==> config.mk <==
export PLATFORM = sky130hd
export DESIGN_NAME = clkdivc
export DESIGN_NICKNAME = d
export VERILOG_FILES = /design/src/rtl/clkdivc_pkg.sv /design/src/rtl/clkdivc_slip.sv /design/src/rtl/clkdivc.sv
export SDC_FILE = /design/constraint.sdc
export NUM_CORES = 1
export LEC_CHECK = 0
export CORE_AREA = 2 2 39 41
export DETAILED_ROUTE_END_ITERATION = 10
export DIE_AREA = 0 0 41 43
export PLACE_DENSITY = 0.38
export RECOVER_POWER = 50
export SETUP_SLACK_MARGIN = 0.05
export SYNTH_ARGS = -nofsm -noshare
export SYNTH_HDL_FRONTEND = slang
export SYNTH_HIERARCHICAL = 1
export SYNTH_SLANG_ARGS = --single-unit
==> constraint.sdc <==
create_clock -name CLKI -period 0.92 [get_ports CLKI]
set_input_delay 0.184 -clock CLKI [delete_from_list [all_inputs] [get_ports CLKI]]
set_output_delay 0.184 -clock CLKI [all_outputs]
set_load 0.05 [all_outputs]
==> src/rtl/clkdivc_pkg.sv <==
// clkdivc_pkg: ratio codes and elaboration-time helpers shared by the clkdivc divider
package clkdivc_pkg;
  typedef enum logic [1:0] {DIV_2, DIV_3P5, DIV_4, DIV_BAD} div_e;
  function automatic div_e div_code(input logic [23:0] s);
    return s == "2.0" ? DIV_2 : s == "4.0" ? DIV_4 : s == "3.5" ? DIV_3P5 : DIV_BAD;
  endfunction
  // 3.5 mode counts half-periods, hence 7 phases
  function automatic logic [2:0] div_n(input div_e c);
    return c == DIV_4 ? 3'd4 : c == DIV_3P5 ? 3'd7 : 3'd2;
  endfunction
endpackage

==> src/rtl/clkdivc_slip.sv <==
// clkdivc_slip: ALIGNWD rise detector giving a one-cycle hold pulse; detector resets to 1
module clkdivc_slip
  import clkdivc_pkg::*;
(
  input  logic clk,
  input  logic rst_n,
  input  logic align,
  output logic hold
);
  logic a_q, hold_q, hold_d;
  always_comb hold_d = align & ~a_q;
  always_ff @(posedge clk)
    if (!rst_n) begin
      a_q <= 1'b1;
      hold_q <= 1'b0;
    end else begin
      a_q <= align;
      hold_q <= hold_d;
    end
  assign hold = hold_q;
endmodule

==> src/rtl/clkdivc.sv <==
// clkdivc: CLKDIVC-compatible divider (/2, /4; /3.5 when CLKDIVC_DIV35_EN is defined) with CDIV1 pass-through
module clkdivc
  import clkdivc_pkg::*;
#(
  parameter logic [23:0] DIV = "2.0",
  parameter logic [63:0] GSR = "DISABLED"
) (
  input  logic CLKI,
  input  logic RST_N,
  input  logic ALIGNWD,
  output logic CDIV1,
  output logic CDIVX
);
  localparam div_e CODE = div_code(DIV);
  localparam logic [2:0] N = div_n(CODE);
`ifdef CLKDIVC_DIV35_EN
  localparam bit DIV_OK = CODE != DIV_BAD;
  localparam bit HALF = CODE == DIV_3P5;
`else
  localparam bit DIV_OK = CODE == DIV_2 || CODE == DIV_4;
  localparam bit HALF = 1'b0;
`endif
  localparam bit GSR_OK = GSR == "DISABLED" || GSR == {8'd0, "ENABLED"};
  if (!DIV_OK) begin : g_bad_div
    $fatal(1, "clkdivc: illegal DIV value");
  end
  if (!GSR_OK) begin : g_bad_gsr
    $fatal(1, "clkdivc: illegal GSR value");
  end
  logic hold;
  logic [2:0] cnt_q, cnt_d;
  logic cdivx_q, cdivx_d;
  assign CDIV1 = CLKI;
  clkdivc_slip u_slip (.clk(CLKI), .rst_n(RST_N), .align(ALIGNWD), .hold(hold));
  // In 3.5 mode cnt holds the phase at each rising edge, stepping two half-phases mod 7
  always_comb begin
    cnt_d = hold ? cnt_q
          : HALF ? (cnt_q >= 3'd5 ? cnt_q - 3'd5 : cnt_q + 3'd2)
          : (cnt_q == N - 3'd1 ? 3'd0 : cnt_q + 3'd1);
    cdivx_d = HALF ? cnt_d inside {3'd4, 3'd5} : cnt_d >= (N >> 1);
  end
  always_ff @(posedge CLKI)
    if (!RST_N) begin
      cnt_q <= 3'd0;
      cdivx_q <= 1'b0;
    end else begin
      cnt_q <= cnt_d;
      cdivx_q <= cdivx_d;
    end
`ifdef CLKDIVC_DIV35_EN
  if (HALF) begin : g_half
    logic fh_q, fh_d, fv_q;
    // OR of rise/fall flops each flagging phases 4..5 yields high for phases 4..6; fv_q masks stale fall state across reset
    always_comb fh_d = cnt_q inside {3'd3, 3'd4};
    always_ff @(negedge CLKI) fh_q <= fh_d;
    always_ff @(posedge CLKI) fv_q <= RST_N;
    assign CDIVX = cdivx_q | (fh_q & fv_q);
  end else begin : g_full
    assign CDIVX = cdivx_q;
  end
`else
  assign CDIVX = cdivx_q;
`endif
endmodule

==> results.yml, run 1 <==
status:
  status: "finished with violations"
  violations: "setup timing"
placed_design:
  placed_cells: 39
  dp_hpwl_um: 222
  dp_slack_ps: -396
  routabilityCongestion: 0.654
  io_buffers: 4
critical_path:
  rrSetupSlack_ps: 30
  crit_path_max_fanout: 1
  cpLargestDelayFamily: "flip-flops"
  path_depth: 1
  worst-setup-path-type: "reg2out"
  end_kind: "output pin"
  critPathLaunch: "CDIVX"
  crit_required_ps: 740
  r2r_cells: 3
  worstSetupEndpoint: "CDIVX"
  critPathSlowestCell: "dfxtp_2"
  start_kind: "register"
  cp_cell_sequence: "buf_12"
  crit_path_max_incr_delay_ps: 330
  r2r-start: "u_slip/hold"
  critPathBufInv: 1
  arrival_ps: 810
  r2r-end: "cnt_q[1]"
global_routing:
  grt_pass1_wl_um: 683
  first_global_vias: 183
  antenna_found_initial: 0
  grt_usage_pct: 7.55
  grt.overflow.total: 0
  grt_start_max_net_pins: 7
clock_network:
  clk_pin_slew_ps: 40
  cts_setup_buffers: 0
  holdBufCountCts: 0
  clk_latency_ps: 350
  cts_tree: "yes"
route:
  drc: 0
  drt_iter0_markers: 0
  final_antenna_net_count: 0
  routed_wl_um: 344
  dr_total_vias: 164
  wl_per_cell_um: 7.82
  drt-vias-per-instance: 3.73
  dr.pass1.iters: 1
logic_synthesis:
  ys_ff_latch: 6
  synth.yosys.seq_area_share_pct: 53.0
  yosysWarnings: 6
  syn_inst: 20
  syn_area_um2: 226
  ys_types: 12
  yosys.area.top_type_share_pct: 53.0
  netlist_top_cells_area: "dfxtp_1 (53%), xnor2_1 (7.7%), and2_1 (5.5%)"
  avgSynthCellArea_um2: 11.3
  synth_top_area_cell: "dfxtp_1"
  synth_nets: 23
min_path:
  hold_path.class: "in2reg"
  hp-start: "ALIGNWD"
finish:
  layout.nets: 33
  fillCellCount: 148
  stdcell_count: 44
  multi_input_area_um2: 98.8
  antenna_cells: 0
  final_cell_mix: "clkbuf_4 (5), dfxtp_2 (3), dfxtp_1 (3)"
  regArea_um2: 124
  area_delta_synth_final_pct: 48.1
  drive_above_1_share_pct: 39.3
  final_common_cell: "clkbuf_4"
power:
  power-per-cell-area_mw_per_mm2: 3060
  pwr-share-seq_pct: 27.5
  power_switching_uw: 347
  combPwrFrac_pct: 6.4
  total_power_mw: 1.03
  irDropWorstVdd_v: 0.00149
  power.internal_uw: 678
  p_sw_share_pct: 33.8
  clkPwrFrac_pct: 66.1
  power.leakage_nw: 0.136
die:
  die_y_um: 43
  die-width_um: 41
  rows: 14
  die_area_mm2: 0.00176
  ios: 5
  start_util_pct: 16.4
  core-area_mm2: 0.00138
timing:
  fin_ws_ps: -71.7
  fin_crit_ps: 992
  fin_tns_setup_ps: -71.7
  slew_headroom_pct: 87.4
  finalSetupViolCount: 1
  fmaxAchievable_mhz: 1010
  holdWs_ps: 423
  rsz0062_at_grt: "true"
  drv_slew: 0
  worstMarginPinSlew_ps: 189
  fin_skew_ps: 0.571
  hold_violations: 0
  period_share_pct: 108
job:
  maxCapViolations: 0
==> power by group through the flow <==
stage	Clock [mW]	Sequential, mW	Combinational, mW
after floorplan	0.234	0.298	0.0207
after global placement	0.251	0.285	0.0676
after detailed placement	0.251	0.286	0.0673
after CTS	0.710	0.282	0.0674
after global routing	0.738	0.283	0.0711
final	0.677	0.282	0.0656
==> cell families (layout without fill, tap and decap cells) <==
group,Yosys count,count (layout),synth area share (%)
and+or+nand+nor,9,9,27.1
DFF,6,6,53.0
muxes,1,1,4.42
buffers and inverters,1,9,3.32
xor gates and xnor gates,2,2,7.74
AOI/OAI and AO/OA,1,1,4.42
==> cell usage after synthesis, drive strengths merged <==
| cell type | number |
|---|---|
| xnor2 | 2 |
| nand3 | 1 |
| nor2b | 2 |
| nand2b | 1 |
| dfxtp | 6 |
| and2 | 2 |
| mux2i | 1 |
| and3b | 1 |
| o311a | 1 |
| buf | 1 |
| nand3b | 1 |
| and2b | 1 |
==> per-stage QoR <==
stage          util [%]  instance area (um^2)
6_report           24.2                   335
5_1_grt            24.2                   335
4_1_cts            24.2                   335
3_5_place_dp       20.9                   289
3_3_place_gp       20.9                   289
2_1_floorplan         -                   226
==> layout make-up <==
class                   count  area share (%)
clock buffers               6            15.7
well taps                  16            5.97
flip-flops and latches      6            36.9
repair buffers              3            11.9
multi-input cells          13            29.5
==> flip-flops by register name (all words and copies together), names as in the netlist <==
register     count
u_slip/hold      1
u_slip/a_q       1
cnt_q            3
CDIVX            1
==> worst min-delay path by stage <==
stage / endpoint / cells past startpoint
floorplan: u_slip/a_q / 1
global placement: u_slip/hold / 1
detailed placement: u_slip/hold / 1
CTS: u_slip/a_q / 2
global route: CDIV1 / 2
finish: u_slip/a_q / 2
==> what timing repair did <==
item / in CTS / in global routing
endpoints found under the setup margin: 4 / 5
gates resized for setup: 11 / 0
pin swaps: 0 / 1
==> routing by layer <==
layer	routed length, um	vias up	GRT usage (%)	part of all wire [%]
met5	0	-	0	0
met4	0	0	16.0	0
met3	19	0	6.81	5.5
met2	166	4	5.94	48
met1	158	75	6.15	46
li1	-	85	-	-
(Power assumes the default switching activity.)
==> run 2, diff against run 1 <==
--- a/config.mk
+++ b/config.mk
@@ -6,6 +6,7 @@
 export NUM_CORES = 1
 export LEC_CHECK = 0
 export CORE_AREA = 2 2 39 41
+export CTS_CLUSTER_SIZE = 40
 export DETAILED_ROUTE_END_ITERATION = 10
 export DIE_AREA = 0 0 41 43
 export PLACE_DENSITY = 0.38
==> results of run 2 <==
Final layout, timing and power as in run 1 (identical DEF).
==> RTL change 1 (settings of run 1) <==
Register the output `CDIV1`, with the module's reset; this adds one clock of latency there. The other outputs are not delayed to match.
--- a/src/rtl/clkdivc.sv
+++ b/src/rtl/clkdivc.sv
@@ -30,7 +30,13 @@
   logic hold;
   logic [2:0] cnt_q, cnt_d;
   logic cdivx_q, cdivx_d;
-  assign CDIV1 = CLKI;
+  always_ff @(posedge CLKI) begin
+    if (!RST_N) begin
+      CDIV1 <= '0;
+    end else begin
+      CDIV1 <= CLKI;
+    end
+  end
   clkdivc_slip u_slip (.clk(CLKI), .rst_n(RST_N), .align(ALIGNWD), .hold(hold));
   // In 3.5 mode cnt holds the phase at each rising edge, stepping two half-phases mod 7
   always_comb begin
Formal check against the unedited RTL: not equivalent (Yosys sat finds a counterexample within 4 cycles, from zero or initial values and one cycle with RST_N low).
==> RTL change 1 against run 1 <==
  * The run ends with negative hold slack, negative setup slack left
  * Core utilization is 3.6 points higher
  * Non-clock buffer count grew 1
  * Setup slack worse by 0.022 ns
  * Sequential share of layout area rose by 1.0 points
  * Clock skew up 0.00080 ns
  * Sequential cell count is 1 higher
  * Wire length grew 31%
  * Area after synthesis up 8.3%
  * Cell count is 9.1% higher
  * Critical path depth did not move
  * Final area is 15% higher
  * Critical endpoint is now CDIV1
  * Highest routed layer unchanged
Power is not compared: it rests on default switching activity, and its combinational part moved more than twofold at a synthesized area within 25%.
==> RTL change 1: results (changes against run 1) <==
.. list-table::
   :header-rows: 1

   * - Metric
     - Value
   * - Largest net degree at the start of global routing
     - 8 (+1)
   * - Share of post-route cells with drive strength above 1
     - 46.88% (+7.6 points)
   * - Run status
     - complete, but fails checks
   * - Sequential element share of the synthesized area
     - 57.14% (+4.1 points)
   * - Start point of the worst hold path
     - CLKI
   * - HPWL Detailed
     - 303.6 um (+37%)
   * - Post-DR vias/cell
     - 3.896 (+4.5%)
   * - Number of fillers in the final layout
     - 146 (-1.4%)
   * - Global router's overall resource usage
     - 9.246% (+1.7 points)
   * - Post-synth net total
     - 24 (+4.3%)
   * - Post-Place Cells
     - 41 (+5.1%)
   * - Worst-Margin Slew
     - 0.2046 ns (+0.01567 ns)
   * - Sw Pwr
     - 0.2704 mW
   * - Placed instance area
     - 325.3 um2 (+13%)
   * - Met2 wirelength from detailed routing
     - 253 um (+52%)
   * - Number of cells traversed by the worst hold path
     - 3 (+1)
   * - Class of the tightest hold or removal check
     - clock port to flip-flop
   * - Hold slack
     - -0.007157 ns (-0.4300 ns)
   * - Number of distinct library cell variants in the gate-level netlist after synthesis
     - 11 (-1)
   * - Final worst clock skew
     - 0.001369 ns (+0.0007976 ns)
   * - Setup WS post-layout
     - -0.09400 ns (-0.02235 ns)
   * - Nets
     - 36 (+9.1%)
   * - Violated checks
     - negative hold slack, negative setup slack
   * - Final setup viols
     - 2 (+1)
   * - Most common library cells after synthesis
     - dfxtp_1, and2_1, nor2b_1, xnor2_1
   * - Number of iterations in the first detailed-routing pass
     - 2 (+1)
   * - Top cells by area, synth
     - dfxtp_1, and2_1, xnor2_1
   * - Placer Congestion
     - 0.7101 (+8.6%)
   * - Via count of the first global-routing pass
     - 205 (+12%)
   * - Worst setup slack after placement
     - -0.09017 ns (+0.3059 ns)
   * - Hold violation count in the final report
     - 1 (+1)
   * - Total routed wirelength
     - 450 um (+31%)
   * - Detailed-routed wire length on met3
     - 21 um (+11%)
   * - Number of flip-flops under the largest register name
     - 3 (unchanged)
   * - Total routed wire length on the met1 layer
     - 175 um (+11%)
   * - Worst endpoint data arrival time
     - 0.83 ns (+0.02 ns)
   * - Sink of the worst hold path
     - CDIV1$_SDFF_PN0_
   * - Worst-case register-to-register setup slack
     - 0.01 ns (-0.02 ns)
[RTL change 1: cell count changes after synthesis, sizes merged]
cell	delta
and2	+1
buf	-1
dfxtp	+1
[RTL change 1: cell families (layout without fill, tap and decap cells)]
| kind of cell | count (synthesis) | after routing | synth area share [%] |
|---|---|---|---|
| and+or+nand+nor | 10 | 10 | 27.55 |
| DFF | 7 | 7 | 57.14 |
| xor gates and xnor gates | 2 | 2 | 7.144 |
| AOI/OAI and AO/OA | 1 | 1 | 4.082 |
| muxes | 1 | 1 | 4.082 |
| buffers and inverters | 0 | 11 | 0 |
[RTL change 1: metal layers]
layer | track usage (%) | vias to the layer above
li1 | - | 94
met1 | 6.452 | 87
met2 | 8.438 | 6
met3 | 8.377 | 0
met4 | 19.33 | 0
met5 | 0 | -
[RTL change 1: layout make-up]
type,count,area (um2),area share [%]
Multi-Input combinational cell,14,110.1,28.57
Timing Repair Buffer,4,60.06,15.58
Clock buffer,7,48.80,12.66
Sequential cell,7,146.4,37.99
Tap cell,16,20.02,5.195
[RTL change 1: worst max-delay path by stage]
stage	end	slack, ns	cells after the start
2_1_floorplan	cnt_q[1]$_SDFF_PN0_	0.08	3
3_3_place_gp	CDIVX$_SDFF_PN0_	-0.09	2
3_5_place_dp	u_slip/hold$_SDFF_PN0_	-0.09	2
4_1_cts	CDIV1	-0.11	1
5_1_grt	CDIVX	-0.13	1
6_report	CDIV1	-0.09	1
[RTL change 1: power groups by stage]
stage / Clock, mW / Combinational [mW] / Sequential (mW)
2_1_floorplan: 0.0149 / 0.0207 / 0.427
3_3_place_gp: 0.0149 / 0.199 / 0.362
3_5_place_dp: 0.0149 / 0.200 / 0.364
4_1_cts: 0.497 / 0.203 / 0.364
5_1_grt: 0.534 / 0.208 / 0.365
6_report: 0.467 / 0.199 / 0.364
[RTL change 1: timing repair]
item	4_1_cts	5_1_grt
resized for setup	6	0
pin swaps	1	0
setup endpoints to repair	5	5
endpoints found under the hold margin	0	0
cloned	0	0
[RTL change 1: worst min-delay path, delay by kind of cell]
| family | cells | cell delay, ns |
|---|---|---|
| simple gates | 1 | 0.11 |
| buf+inv | 2 | 0.21 |
[RTL change 1: metrics by stage]
stage               total power [mW]  setup TNS (ns)
floorplan                     0.4627               0
global placement              0.5758         -0.4584
detailed placement            0.5794         -0.4679
CTS                            1.063         -0.2104
global route                   1.106         -0.3004
finish                         1.031         -0.1788
==> RTL change 2 (settings of run 1) <==
Made on the original files. The output `CDIVX` loses its register stage (`cdivx_q` becomes a continuous assignment).
--- a/src/rtl/clkdivc.sv
+++ b/src/rtl/clkdivc.sv
@@ -42,11 +42,11 @@
   always_ff @(posedge CLKI)
     if (!RST_N) begin
       cnt_q <= 3'd0;
-      cdivx_q <= 1'b0;
     end else begin
       cnt_q <= cnt_d;
-      cdivx_q <= cdivx_d;
     end
+
+  assign cdivx_q = cdivx_d;
 `ifdef CLKDIVC_DIV35_EN
   if (HALF) begin : g_half
     logic fh_q, fh_d, fv_q;
Function: changed (a bounded check fails within 4 cycles, from zero or initial values and one cycle with RST_N low).
==> RTL change 2 against run 1 <==
  * The run still ends with negative setup slack left
  * Final area is 18% higher
  * Wire length is 23% higher
  * Area after synthesis is 12% lower
  * Largest power group unchanged
  * Sequential cell count is 1 lower
  * Via count is 13% higher
  * Die area stayed put
  * Non-clock buffer count is 5 higher
  * Total power is 0.59% higher
  * Clock power is 2% higher
  * Setup slack worse by 0.43 ns
==> RTL change 2: results (changes against run 1) <==
.. list-table::
   :header-rows: 1

   * - Metric
     - Value
   * - Run status
     - complete, but fails checks
   * - Violated checks
     - negative setup slack
   * - Number of fillers in the final layout
     - 150 (+1.4%)
   * - Class of the tightest hold or removal check
     - input pin to flip-flop
   * - Ant diodes
     - 0 (unchanged)
   * - Static power due to leakage
     - 0.1649 nW (+21%)
   * - Share of synthesized registers carrying an async set or reset
     - 0% (unchanged)
   * - Antenna violations before repair
     - 0 (unchanged)
   * - Worst endpoint data arrival time
     - 1.23 ns (+0.42 ns)
   * - Final worst clock skew
     - 0.001494 ns (+0.0009231 ns)
   * - Placer Congestion
     - 0.5770 (-12%)
   * - Sum Neg Setup Slack
     - -0.9109 ns (-0.8393 ns)
   * - Total routed wirelength
     - 422 um (+23%)
   * - Max rail drop VDD
     - 0.001487 V (about the same)
   * - Final setup viols
     - 4 (+3)
   * - Worst-case register-to-register setup slack
     - -0.22 ns (-0.25 ns)
   * - Share of post-route cells with drive strength above 1
     - 55.88% (+17 points)
   * - Post-DR vias/cell
     - 3.700 (-0.73%)
   * - Worst r2r dst
     - cnt_q[1]$_SDFF_PN0_
   * - Worst-Margin Slew
     - 0.1387 ns (-0.05030 ns)
   * - Routed wirelength normalized by instance count
     - 8.440 um (+8.0%)
   * - Setup WS post-layout
     - -0.4967 ns (-0.4251 ns)
   * - Cell count of the worst reg-to-reg path
     - 3 (unchanged)
   * - Most common library cells after synthesis
     - dfxtp_1, and2_1, o21ai_0, xnor2_1
   * - Via count of the first global-routing pass
     - 189 (+3.3%)
   * - Worst setup path endpoint
     - CDIVX
   * - Area growth syn-to-layout
     - 99.37%
   * - Top cells by area, synth
     - dfxtp_1, xnor2_1, and2_1
   * - Number of distinct library cell variants in the gate-level netlist after synthesis
     - 13 (+1)
   * - Critical path peak fanout
     - 3 (+2)
   * - Area share of the leading cell type in the synthesized netlist
     - 50.31% (-2.7 points)
   * - First-pass GRT wire length
     - 676 um (-1.0%)
   * - Nets
     - 38 (+15%)
   * - Post-Place Cells
     - 41 (+5.1%)
   * - Global router's overall resource usage
     - 7.042% (-0.50 points)
   * - HPWL Detailed
     - 238.5 um (+7.3%)
   * - Launching element of the worst setup path
     - cnt_q[0]$_SDFF_PN0_
   * - Sequential element share of the synthesized area
     - 50.31% (-2.7 points)
   * - Buffers on Ports
     - 4 (unchanged)
   * - Largest net degree at the start of global routing
     - 6 (-1)
[RTL change 2: cell families after synthesis]
logic type,synth area share (%)
compound gates,8.807
xor+xnor,8.807
buf+inv,5.660
flops,50.32
simple gates,26.41
[RTL change 2: where the power goes]
part / total (mW) / internal (mW) / switching [mW]
logic: 0.108 / 0.0645 / 0.0431
registers: 0.235 / 0.224 / 0.0113
clock network: 0.689 / 0.383 / 0.306
[RTL change 2: what timing repair did]
item                                    CTS  global route
endpoints found under the setup margin    4             5
pin swaps                                 2             1
resized for setup                         6             6
buffers inserted                          2             1
cloned                                    0             0
[RTL change 2: layout make-up]
cell class                 count  area share [%]
timing repair buffer           8           20.50
tap                           16           5.047
sequential                     5           27.13
inverter                       1          0.9464
multi-input combinational     13           32.18
clock buffer                   7           14.20
[RTL change 2: worst min-delay path by stage]
stage	start	to	slack [ns]
6_report	ALIGNWD	u_slip/a_q$_SDFF_PN1_	0.43
5_1_grt	CLKI	CDIV1	0.45
4_1_cts	ALIGNWD	u_slip/a_q$_SDFF_PN1_	0.42
3_5_place_dp	cnt_q[1]$_SDFF_PN0_	cnt_q[1]$_SDFF_PN0_	0.50
3_3_place_gp	cnt_q[1]$_SDFF_PN0_	cnt_q[1]$_SDFF_PN0_	0.49
2_1_floorplan	RST_N	u_slip/a_q$_SDFF_PN1_	0.26
[RTL change 2: routing by layer]
layer	wire length, um	track usage [%]	up-vias
met5	0	0	-
met4	17	13.33	0
met1	154	6.472	83
met2	226	7.187	7
li1	-	-	93
met3	23	3.665	2
[RTL change 2: worst max-delay path: stages, from the launching register on]
cell     delay [ns]
dfxtp_4        0.36
xnor2_4        0.18
nor2_2         0.06
o21ai_4        0.14
buf_12         0.15
